**src/rtl/clk_gate_ctrl_pkg.sv**
```systemverilog
// rtl/clk_gate_ctrl_pkg.sv - shared types and constants for the clock gate enable controller
package clk_gate_ctrl_pkg;

  typedef enum logic [1:0] {
    ST_RUN   = 2'b00,
    ST_COUNT = 2'b01,
    ST_GATED = 2'b10,
    ST_WAKE  = 2'b11
  } cg_state_e;

  localparam int STATS_W = 32;

endpackage

```
**src/rtl/cg_sat_counter.sv**
```systemverilog
// rtl/cg_sat_counter.sv - saturating event counter with synchronous clear
// Clear takes priority over increment; the count holds at all-ones.
module cg_sat_counter #(
  parameter int W = 32
) (
  input  logic         clk,
  input  logic         rstn,
  input  logic         inc,
  input  logic         clr,
  output logic [W-1:0] q
);

  always_ff @(posedge clk or negedge rstn) begin
    if (!rstn) begin
      q <= '0;
    end else if (clr) begin
      q <= '0;
    end else if (inc && (q != {W{1'b1}})) begin
      q <= q + 1'b1;
    end
  end

endmodule

```
**src/rtl/clk_gate_ctrl.sv**
```systemverilog
// rtl/clk_gate_ctrl.sv - ICG enable controller: idle-timeout gating and req/ack wake
// Optional gated-cycle statistics are built when CLK_GATE_CTRL_STATS_EN is defined.
module clk_gate_ctrl
  import clk_gate_ctrl_pkg::*;
#(
  parameter int CNT_W       = 8,
  parameter int IDLE_CYCLES = 8,
  parameter int WAKE_CYCLES = 2
) (
  input  logic               clk,
  input  logic               rstn,
  input  logic               busy_i,
  input  logic               req_i,
  input  logic               force_on_i,
  output logic               gate_en_o,
  output logic               ack_o,
  output logic               gated_o
`ifdef CLK_GATE_CTRL_STATS_EN
  ,
  input  logic               stats_clr_i,
  output logic [STATS_W-1:0] gated_cycles_o
`endif
);

  localparam logic [1:0] S_RUN   = ST_RUN;
  localparam logic [1:0] S_COUNT = ST_COUNT;
  localparam logic [1:0] S_GATED = ST_GATED;
  localparam logic [1:0] S_WAKE  = ST_WAKE;

  localparam int CNT_MAX = (1 << CNT_W) - 1;
  localparam logic [CNT_W-1:0] IDLE_LAST = CNT_W'(IDLE_CYCLES - 1);
  localparam logic [CNT_W-1:0] WAKE_LAST = CNT_W'(WAKE_CYCLES - 1);

  if (IDLE_CYCLES < 1 || IDLE_CYCLES > CNT_MAX) begin : g_bad_idle
    $error("clk_gate_ctrl: IDLE_CYCLES out of range for CNT_W");
  end
  if (WAKE_CYCLES < 1 || WAKE_CYCLES > CNT_MAX) begin : g_bad_wake
    $error("clk_gate_ctrl: WAKE_CYCLES out of range for CNT_W");
  end

  logic [1:0]       state, nstate;
  logic [CNT_W-1:0] cnt, ncnt;
  logic             ack_done;
  logic             wake;
  logic             ack_next;

  assign wake = busy_i | req_i | force_on_i;

  // Counter reloads on every transition that needs it, so it can never wrap.
  always_comb begin
    nstate = state;
    ncnt   = cnt;
    case (state)
      S_RUN: begin
        if (!wake) begin
          nstate = S_COUNT;
          ncnt   = '0;
        end
      end
      S_COUNT: begin
        if (wake) begin
          nstate = S_RUN;
          ncnt   = '0;
        end else if (cnt == IDLE_LAST) begin
          nstate = S_GATED;
        end else begin
          ncnt = cnt + 1'b1;
        end
      end
      S_GATED: begin
        if (wake) begin
          nstate = S_WAKE;
          ncnt   = '0;
        end
      end
      S_WAKE: begin
        if (cnt == WAKE_LAST) begin
          nstate = S_RUN;
        end else begin
          ncnt = cnt + 1'b1;
        end
      end
      default: begin
        nstate = S_RUN;
        ncnt   = '0;
      end
    endcase
  end

  // Ack only once the clock is known to be running: the next state is RUN or COUNT.
  assign ack_next = req_i && !ack_done && ((nstate == S_RUN) || (nstate == S_COUNT));

  always_ff @(posedge clk or negedge rstn) begin
    if (!rstn) begin
      state     <= S_RUN;
      cnt       <= '0;
      ack_done  <= 1'b0;
      gate_en_o <= 1'b1;
      ack_o     <= 1'b0;
      gated_o   <= 1'b0;
    end else begin
      state     <= nstate;
      cnt       <= ncnt;
      gate_en_o <= (nstate != S_GATED);
      gated_o   <= (nstate == S_GATED);
      ack_o     <= ack_next;
      if (ack_next) begin
        ack_done <= 1'b1;
      end else if (!req_i) begin
        ack_done <= 1'b0;
      end
    end
  end

`ifdef CLK_GATE_CTRL_STATS_EN
  cg_sat_counter #(
    .W (STATS_W)
  ) u_gated_cnt (
    .clk  (clk),
    .rstn (rstn),
    .inc  (gated_o),
    .clr  (stats_clr_i),
    .q    (gated_cycles_o)
  );
`endif

endmodule

```
**config.mk**
```make
export PLATFORM = sky130hd
export DESIGN_NAME = clk_gate_ctrl
export DESIGN_NICKNAME = d
export VERILOG_FILES = /design/src/rtl/clk_gate_ctrl_pkg.sv /design/src/rtl/cg_sat_counter.sv /design/src/rtl/clk_gate_ctrl.sv
export SDC_FILE = /design/constraint.sdc
export NUM_CORES = 1
export LEC_CHECK = 0
export CELL_PAD_IN_SITES_DETAIL_PLACEMENT = 1
export CELL_PAD_IN_SITES_GLOBAL_PLACEMENT = 1
export CORE_ASPECT_RATIO = 1.1
export CORE_MARGIN = 4
export CORE_UTILIZATION = 25
export CTS_CLUSTER_DIAMETER = 40
export DETAILED_ROUTE_END_ITERATION = 10
export PLACE_DENSITY = 0.49
export SKIP_CTS_REPAIR_TIMING = 1
export SLEW_MARGIN = 5
export SYNTH_ARGS = -nofsm -noshare
export SYNTH_HDL_FRONTEND = slang
export SYNTH_SLANG_ARGS = --single-unit
```
**constraint.sdc**
```tcl
create_clock -name clk -period 3.92 [get_ports clk]
set_clock_uncertainty 0.05 [all_clocks]
set_input_delay 0.784 -clock clk [delete_from_list [all_inputs] [get_ports clk]]
set_output_delay 0.784 -clock clk [all_outputs]
set_load 0.1 [all_outputs]
```
# == Yosys cells after proc, flatten, opt, wreduce, memory -nomap -nowiden ==
# Cells that the tools add are included.
# Widths: inputs -> output; s select.
# classes
n_addsub,1
eq_ne,13
n_mux,14
n_bitwise,2
n_reduce_logical,7
# ops
op,n
$mux 8,5
$pmux 8 s4,1
$mux 2,5
$add 8x1->8 const B,1
$eq 8x1->1 const B,1
$eq 8x3->1 const B,1
$ne 2x2->1 const B,4
$pmux 2 s4,1
$eq 2x2->1 const B,3
$eq 2x1->1 const B,2
$logic_not 2->1,2
$reduce_and 4->1,1
$ne 3x3->1 const B,1
$logic_and 1x1->1,2
$mux 1,2
$ne 2x1->1 const B,1
$or 1x1->1,2
$logic_not 1->1,1
$logic_or 1x1->1,1
# totals
register_bits,14
inputBits,5
output_inout_bits,3
wordCells,43

# == Logic depth before layout (Yosys ltp) ==
# Gate-level depths: netlist of run 1.
# depth
ltp_word,8
depth_mapped,7
depth_no_buf,7

# == Worst setup path before layout of run 1 ==
# Ideal clock, no wire load.
# synth_path
path_type,input-to-reg
from,input force_on_i
to,register cnt[1]
setup_ns,0.125
arrival_ns,1.928
t_required_ns,3.745
setup_slack_ns,1.817
cell_stages,4
path_buffers,0
path_cell_list,or3_1 nor3_4 o21a_2 mux2_2
# synth_via
elab_chain_len,3
word_cells_on_any_way,7
cone_classes,eq/ne: 3; mux: 2; bitwise: 1; reduce/logical: 1
# synth_lines
element,line,source
start: declaration,clk_gate_ctrl.sv:14,"input logic force_on_i,"
$or 1x1->1 *,clk_gate_ctrl.sv:47,assign wake = busy_i | req_i | force_on_i;
$ne 3x3->1 (no source line) (tied with other cells),--,
$reduce_and 4->1 (no source line) or $pmux 8 s4 (tied branches),--,
end signal: assignment,clk_gate_ctrl.sv:103,cnt <= ncnt;
end: declaration,clk_gate_ctrl.sv:42,"logic [CNT_W-1:0] cnt, ncnt;"
# Mark *: on every way between the ends. The rest lies on a longest branch, timed or not.
# A chain may end at the register's enable or synchronous reset.

# == Worst setup path after layout of run 1 ==
# layout_path
from,register gate_en_o
to,output gate_en_o
# layout_lines
element,line,source
start: declaration,clk_gate_ctrl.sv:15,"output logic gate_en_o,"
start signal: assignment,clk_gate_ctrl.sv:104,gate_en_o <= (nstate != S_GATED);
# No word-level cell between the ends.

==> results of run 1 <==
## sequential cells by signal, summed over array words and instances (netlist names)
name	flops
ack_done	1
ack_o	1
cnt	8
gate_en_o	1
gated_o	1
state	2
## worst paths after layout
kind	start	endpoint	slack (ns)	cells past startpoint
max	gate_en_o	gate_en_o	1.14	1
min	ack_done	ack_o	0.40	1
max reg2reg	cnt[0]	cnt[1]	1.71	5
min reg2reg	ack_done	ack_o	0.40	1
max in group asynchronous	rstn	cnt[0]	2.53	1
min in group asynchronous	rstn	cnt[5]	0.85	1
## report_power, final
group	switching (µW)	internal [µW]	total (µW)
Sequential	1.74	146	148
Clock	51.0	56.6	108
Combinational	15.9	9.45	25.4
## final cells by class
cell class	instances	share of cell area, %
clock buffers	4	3.89
flip-flops and latches	14	37.7
inverters	4	1.61
repair buffers	7	7.52
well taps	34	4.56
multi-input cells	55	44.7
## per-stage QoR
step           power, µW  area [µm²]
2_1_floorplan        164         791
3_3_place_gp         177         896
3_5_place_dp         177         896
4_1_cts              288         932
5_1_grt              297         932
6_report             281         932
## routing by layer
metal | up-vias | routed length [µm] | track usage, %
met3 | 5 | 70 | 2.33
met4 | 0 | 48 | 6.37
met2 | 10 | 976 | 20.3
met1 | 320 | 922 | 15.6
met5 | - | 0 | 0
li1 | 305 | - | -
## cell usage in the layout, fill, tap and decap left out, types with 3 or more instances in the layout
cell type,instances
dfrtp_1,13
o21ai_0,10
clkdlybuf4s50_1,7
nor2_1,6
o211a_1,6
inv_1,4
o22a_1,4
clkbuf_4,3
## cell families after synthesis
family          after synthesis  share of synthesized area, %
compound gates               29                          28.6
fa+ha+maj                     2                          3.16
buf+inv                       5                          2.85
flops                        14                          44.5
mux                           1                          1.42
simple gates                 23                          19.5
==> metrics.md, run 1 <==
| Metric | Value |
|---|---|
| Post-route insts no fill | `approximately 120` |
| Antenna violations before repair | `0` |
| Initial DRC count | `23` |
| Outcome | `completed` |
| Die width | `61.6 µm` |
| Global-route wire length before repair | `3710 µm` |
| Min cycle time layout | `2.78 ns` |
| Overflow after GRT | `0` |
| Synth top cells by count | `13 x dfrtp_1, 10 x o21ai_0, 6 x nor2_1, 6 x o211a_1` |
| Wirelength per Cell | `17.1 µm` |
| Layout cells sized above 1 | `15.5%` |
| Leading area contributor after synthesis | `dfrtp_1` |
| Final Net Count | `~90` |
| Library cells used by synthesis | `33` |
| Hold Slack | `~0.4 ns` |
| Average vias per placed instance | `around 5.4` |
| Root buffer cell | `clkbuf_4` |
| Clock-pin slew on the worst setup and hold paths | `approximately 0.09 ns` |
| Synth top area cells | `dfrtp_1 41%, o211a_1 7.6%, o21ai_0 6.3%, o22a_1 4.4%, dfstp_2 3.3%` |
| Synth Instances | `74` |
| Max-Cap Viols | `0` |
| Cells after DPL | `roughly 110` |
| Worst rel slew slack | `approximately 34%` |
| Final core utilization | `a little under a third` |
| Pins Over Slew Limit | `0` |
| Worst Path Max Fanout | `1` |
| Critical Path RT | `3.09 ns` |
| Worst-Margin Slew | `about 0.99 ns` |
| Synth-to-layout area growth | `17.9%` |
| Peak supply drop | `around 0.16 mV` |
| Filler cell count in the final layout | `approximately 350` |
| Syn nets | `81` |
| DRC | `0` |
| DR vias | `640` |
| Hold Path Class | `flip-flop to flip-flop` |
| Synth warn | `0` |
| Setup WS post-layout | `approximately 1.1 ns` |
| Number of synthesized register bits | `14` |
| CTS sink count | `14` |
| Max stage delay on crit path | `1.13 ns` |
| Total wire length | `roughly 2000 µm` |
| Multi-input gate area | `between 400 and 500 µm²` |
| Seq/Total Area, Yosys | `around 44%` |
| Vias in the first global route | `733` |
| Crit path DAT | `a little under 2 ns` |
| Area share of the largest cell type after synthesis | `41.1%` |
| Static leakage | `just under 0.0005 µW` |
| Skew-Pair Late Insertion Delay | `0.29 ns` |
| Chip height | `67.0 µm` |
| PD cells | `302 nW/µm²` |
| Setup TNS | `0 ns` |
| Crit Path Category | `flip-flop to primary output` |
| Startpoint types | `flip-flop` |
| Antenna diodes | `0` |
| Pre-CTS setup slack | `about 1.2 ns` |
| Port Buf Inserts | `7` |
| Post-synth EDFFs | `0` |
| CORE AREA | `roughly 3000 µm²` |
| Clk buf depth | `2` |
| Detailed-router iteration count before antenna repair | `4` |
| CP cell instances | `clkdlybuf4s50_1` |
| RD Place Congestion | `0.716` |
| Cell family with most CP delay | `buffers and inverters` |
| Initial Utilization | `about 26%` |
| Clock buffer count from CTS | `3` |
| Crit end category | `primary output` |
| Mean area per synthesized cell | `10.7 µm²` |
| FF+latch area | `approximately 350 µm²` |
| CP max stage cell | `clkdlybuf4s50_1` |
| Final HPWL DP | `1450 µm` |
| Most frequent cell after synthesis | `dfrtp_1` |
| Synth Flop Type | `dfrtp_1` |
| Crit share post-route | `between 70% and 80%` |
| Fmax | `~0.36 GHz` |
| Final ANT Viol Nets | `0` |
| Clock tree from TritonCTS | `built` |
| Final Hold Viols | `0` |
| Rows | `21` |
| # H-tree levels | `1` |
| Die area | `approximately 4100 µm²` |
| Synthesized cell area | `approximately 800 µm²` |
| Buf/Inv on CP | `1` |
| Largest net degree at the start of global routing | `15` |
| Final setup fails | `0` |
| I/O pin count | `8` |
| Gr usage total | `roughly an eighth` |
| RSZ-0062 raised after global routing | `false` |
| Post-synth ARST share | `100%` |
No activity file was read; power rests on OpenSTA's default activity.
==> inputs of run 2 (changes only) <==
Settings changed: PLACE_DENSITY 0.49 to 0.51.
Clock period 3.92 ns to 2.5 ns, I/O delays scaled along.
==> metrics.md, run 2 (synthesis gave the netlist of run 1 again) <==
| Metric | Value |
|---|---|
| Hold Path Class | `flip-flop to flip-flop` |
| R2r setup slk | `about 0.31 ns` |
| Top Registers | `cnt: 8 flops, state: 2 flops` |
| Largest Register | `cnt` |
| Die area | `about 4100 µm²` |
| Cells after DPL | `roughly 120` |
| Crit Path Category | `flip-flop to flip-flop` |
| CP cell instances | `ha_1 > or4bb_1 > nor3_4 > o21a_2 > mux2_2` |
| Gate power share | `9.3%` |
| Vias in the first global route | `717` |
| Cell family with most CP delay | `simple AND/OR/NAND/NOR gates` |
| Filler cell count in the final layout | `about 360` |
| CP max stage cell | `or4bb_1` |
| Pre-CTS setup slack | `approximately 0.13 ns` |
| Sw Share | `around 24%` |
| Root buffer cell | `clkbuf_4` |
| Final Net Count | `95` |
| CTS sink count | `14` |
| Outcome | `completed` |
| Layout cells sized above 1 | `~22%` |
| Setup WS post-layout | `approximately 0.31 ns` |
| Final setup fails | `0` |
| Antenna violations before repair | `0` |
| Max reg flops | `8` |
| Skew-Pair Late Insertion Delay | `~0.29 ns` |
| Worst R2R Path Depth | `5` |
| Worst rel slew slack | `around 54%` |
| Final Cell Area | `947 µm²` |
| Gr usage total | `a little under an eighth` |
| Average vias per placed instance | `5.42` |
| Crit end category | `flip-flop` |
| Die width | `between 60 and 70 µm` |
| Max stage delay on crit path | `around 0.60 ns` |
| Clock-pin slew on the worst setup and hold paths | `0.09 ns` |
| Clock buffer count from CTS | `3` |
| Clk buf depth | `2` |
| Final ANT Viol Nets | `0` |
| Final Hold Viols | `0` |
| Commonest non-fill, non-tap cells in the layout | `13 x dfrtp_1, 10 x o21ai_0, 6 x nor2_1, 6 x o211a_1, 6 x buf_4` |
| Final core utilization | `between 30% and 40%` |
| Global-route wire length before repair | `about 3500 µm` |
| Commonest non-fill, non-tap cell in the layout | `dfrtp_1` |
| Clock tree from TritonCTS | `built` |
| Overflow after GRT | `0` |
| Startpoint types | `flip-flop` |
| Buf/Inv on CP | `0` |
| Worst-Margin Slew | `around 0.7 ns` |
| Largest net degree at the start of global routing | `15` |
| Post-route insts no fill | `between 100 and 150` |
| Min cycle time layout | `about 2.2 ns` |
| Worst Path Max Fanout | `7` |
| I/O pin count | `8` |
| Crit path DAT | `between 2 and 2.5 ns` |
| Switch Pwr | `107 µW` |
| Highest Signal Layer | `met4` |
| Worst Hold End | `ack_o` |
| Static leakage | `slightly above 0.0005 µW` |
| Crit share post-route | `just under 90%` |
| RD Place Congestion | `between 0.6 and 0.7` |
| Setup TNS | `0 ns` |
| Pins Over Slew Limit | `0` |
| RSZ-0062 raised after global routing | `false` |
| CORE AREA | `between 3000 and 4000 µm²` |
| Max-Cap Viols | `0` |
| Critical Path RT | `around 2.6 ns` |
| Final HPWL DP | `1470 µm` |
| Routed met1 length | `930 µm` |
| HP Start | `ack_done` |
| Hold Path Stages | `1` |
| DRC | `0` |
| Rows | `21` |
| Clock power share | `around two fifths` |
| Chip height | `between 60 and 70 µm` |
| Sequential Power Share | `52.5%` |
| Cell Area, Placed | `just over 900 µm²` |
| PD cells | `467 nW/µm²` |
| Power Internal | `335 µW` |
| Synth-to-layout area growth | `19.8%` |
| Initial Utilization | `roughly 26%` |
| Fmax | `0.456 GHz` |
| Port Buf Inserts | `7` |
| Crit Reg-Reg Endpoint | `cnt[1]` |
| Initial DRC count | `18` |
| Peak supply drop | `around 0.30 mV` |
| Wirelength per Cell | `approximately 16 µm` |
| DR vias | `~660` |
| Antenna diodes | `0` |
| Metal2 WL | `between 800 and 900 µm` |
| WL met3 | `90 µm` |
| Worst reg2reg startpoint | `cnt[0]` |
| Total wire length | `1960 µm` |
| # H-tree levels | `1` |
| Detailed-router iteration count before antenna repair | `4` |
==> run 2: power by group through the flow <==
stage | clock network (µW) | registers [µW] | logic [µW]
finish | 169 | 232 | 41.3
global route | 185 | 233 | 45.3
CTS | 177 | 232 | 42.2
detailed placement | 0 | 237 | 42.1
global placement | 0 | 237 | 42.5
floorplan | 0 | 242 | 15.9
==> run 2: worst max path at each step <==
stage                start      to  slack (ns)  cells after the start
finish              cnt[0]  cnt[1]        0.31                      5
global route        cnt[0]  cnt[1]        0.17                      5
CTS                 cnt[0]  cnt[1]        0.28                      5
detailed placement   req_i  cnt[1]        0.13                      5
global placement     req_i  cnt[1]        0.17                      5
floorplan           cnt[0]  cnt[1]        0.50                      5
==> run 2: cell type report <==
class	instances	area (µm²)	share of cell area, %
sequential	14	352	37.1
multi-input combinational	55	417	44.0
timing repair buffer	10	85.1	8.98
tap	34	42.5	4.49
clock buffer	4	36.3	3.83
inverter	4	15.0	1.59
==> run 2: metrics by stage <==
step                total power, µW  hold slack, ns
global route                    464           0.423
floorplan                       258           0.154
CTS                             451           0.396
detailed placement              279           0.383
global placement                279           0.395
finish                          442           0.392
==> run 2: layer usage <==
layer / up-vias / GRT usage [%]
met2: 17 / 17.0
li1: 313 / -
met1: 319 / 15.2
met3: 7 / 2.33
met5: - / 0
met4: 0 / 7.96
==> inputs of run 3 (changes only) <==
Settings changed: CELL_PAD_IN_SITES_DETAIL_PLACEMENT 1 to 0, CELL_PAD_IN_SITES_GLOBAL_PLACEMENT 1 to 2, CTS_CLUSTER_DIAMETER 40 to 100, PLACE_DENSITY 0.51 to 0.59.
==> metrics.md, run 3 (synthesis gave the netlist of run 1 again) <==
| Metric | Value |
|---|---|
| Sequential Power Share | `between 50% and 60%` |
| Final ANT Viol Nets | `0` |
| Worst R2R Path Depth | `5` |
| Crit share post-route | `between 80% and 90%` |
| Cell Area, Placed | `903 µm²` |
| Crit Reg-Reg Endpoint | `cnt[1]` |
| Worst Path Max Fanout | `7` |
| Final Cell Area | `about 940 µm²` |
| Final Net Count | `94` |
| Overflow after GRT | `0` |
| Top Registers | `cnt: 8 flops, state: 2 flops` |
| Clock power share | `a little under two fifths` |
| Peak supply drop | `0.290 mV` |
| Hold Path Stages | `1` |
| Outcome | `completed` |
| Commonest non-fill, non-tap cell in the layout | `dfrtp_1` |
| Skew-Pair Late Insertion Delay | `0.28 ns` |
| # H-tree levels | `1` |
| Worst rel slew slack | `between 50% and 60%` |
| Worst reg2reg startpoint | `cnt[0]` |
| Pins Over Slew Limit | `0` |
| FF+latch area | `approximately 350 µm²` |
| Largest net degree at the start of global routing | `15` |
| Root buffer cell | `clkbuf_4` |
| Crit Path Category | `flip-flop to flip-flop` |
| Min cycle time layout | `about 2.2 ns` |
| Max stage delay on crit path | `roughly 0.59 ns` |
| CP cell instances | `ha_1 > or4bb_1 > nor3_4 > o21a_2 > mux2_2` |
| Switch Pwr | `104 µW` |
| Global-route wire length before repair | `3240 µm` |
| Multi-input gate area | `around 420 µm²` |
| Startpoint types | `flip-flop` |
| Max-Cap Viols | `0` |
| Setup TNS | `0 ns` |
| Die area | `4130 µm²` |
| Post-route insts no fill | `120` |
| Clk buf depth | `2` |
| Final setup fails | `0` |
| Gr usage total | `a little over a tenth` |
| Rows | `21` |
| Critical Path RT | `approximately 2.6 ns` |
| R2r setup slk | `slightly below 0.3 ns` |
| Setup WS post-layout | `0.293 ns` |
| Detailed-router iteration count before antenna repair | `4` |
| RD Place Congestion | `roughly 0.68` |
| Synth-to-layout area growth | `18.8%` |
| Clock buffer count from CTS | `3` |
| Wirelength per Cell | `approximately 16 µm` |
| Antenna violations before repair | `0` |
| PD cells | `between 400 and 500 nW/µm²` |
| Total wire length | `1940 µm` |
| I/O pin count | `8` |
| CTS sink count | `14` |
| HP Start | `ack_done` |
| Static leakage | `0.000501 µW` |
| Clock tree from TritonCTS | `built` |
| Max reg flops | `8` |
| Fmax | `0.453 GHz` |
| CORE AREA | `about 3000 µm²` |
| Port Buf Inserts | `7` |
| Clock-pin slew on the worst setup and hold paths | `0.09 ns` |
| Hold Path Class | `flip-flop to flip-flop` |
| Sw Share | `approximately a quarter` |
| Layout cells sized above 1 | `roughly a fifth` |
| DRC | `0` |
| CP max stage cell | `or4bb_1` |
| Initial Utilization | `about a quarter` |
| RSZ-0062 raised after global routing | `false` |
| Commonest non-fill, non-tap cells in the layout | `13 x dfrtp_1, 10 x o21ai_0, 6 x nor2_1, 6 x o211a_1, 5 x buf_4` |
| Gate power share | `around a tenth` |
| Average vias per placed instance | `between 5 and 6` |
| Power Internal | `~330 µW` |
| Pre-CTS setup slack | `0.137 ns` |
| Worst Hold End | `ack_o` |
| Worst-Margin Slew | `0.674 ns` |
| Hold Slack | `approximately 0.40 ns` |
| Crit path DAT | `~2.3 ns` |
| Chip height | `around 67 µm` |
| Final Hold Viols | `0` |
| Final HPWL DP | `1410 µm` |
| DR vias | `651` |
| Initial DRC count | `34` |
| Cells after DPL | `approximately 120` |
| Die width | `~62 µm` |
| Vias in the first global route | `around 660` |
| Antenna diodes | `0` |
| Filler cell count in the final layout | `about 330` |
| Crit end category | `flip-flop` |
| Largest Register | `cnt` |
## run 3: cell count changes in the layout (fill, tap and decap cells not counted)
cell	previous run	this run
buf_4	6	5
## run 3: layout make-up
class / count / area share (%)
Multi-Input combinational cell: 55 / 44.3
Sequential cell: 14 / 37.4
Timing Repair Buffer: 9 / 8.26
Tap cell: 34 / 4.53
Clock buffer: 4 / 3.86
Inverter: 4 / 1.60
## run 3: worst max-delay path by stage
stage,startpoint,end,slack [ns],cells past startpoint
after global routing,cnt[1],cnt[1],0.19,6
after floorplan,cnt[0],cnt[1],0.50,5
after CTS,cnt[1],cnt[1],0.26,6
final,cnt[0],cnt[1],0.29,5
after global placement,req_i,cnt[1],0.16,5
after detailed placement,req_i,cnt[1],0.14,5
## run 3: per-stage QoR
stage / util (%) / total power [µW]
finish: 30.8 / 438
global route: 30.8 / 465
CTS: 30.8 / 446
detailed placement: 29.6 / 278
global placement: 29.6 / 279
floorplan: - / 258
## run 3: power groups by stage
stage | logic, µW | clock network, µW | registers (µW)
floorplan | 15.9 | 0 | 242
global route | 44.5 | 188 | 233
global placement | 41.8 | 0 | 237
detailed placement | 41.4 | 0 | 237
finish | 40.7 | 165 | 232
CTS | 41.6 | 172 | 232
## run 3: routing by layer
| metal | vias to the layer above | share of wire, % | GRT usage, % |
|---|---|---|---|
| met5 | - | 0 | 0 |
| li1 | 309 | - | - |
| met1 | 326 | 45 | 13.6 |
| met2 | 14 | 50 | 17.1 |
| met3 | 2 | 4.1 | 2.91 |
| met4 | 0 | 0.72 | 5.31 |
## run 3: critical path, delay by kind of cell (launching register included)
kind                       cells  cell delay (ns)
AOI/OAI and AO/OA              1             0.26
muxes                          1             0.35
and+or+nand+nor                2             0.76
DFF                            1             0.43
adders and majority gates      1             0.24
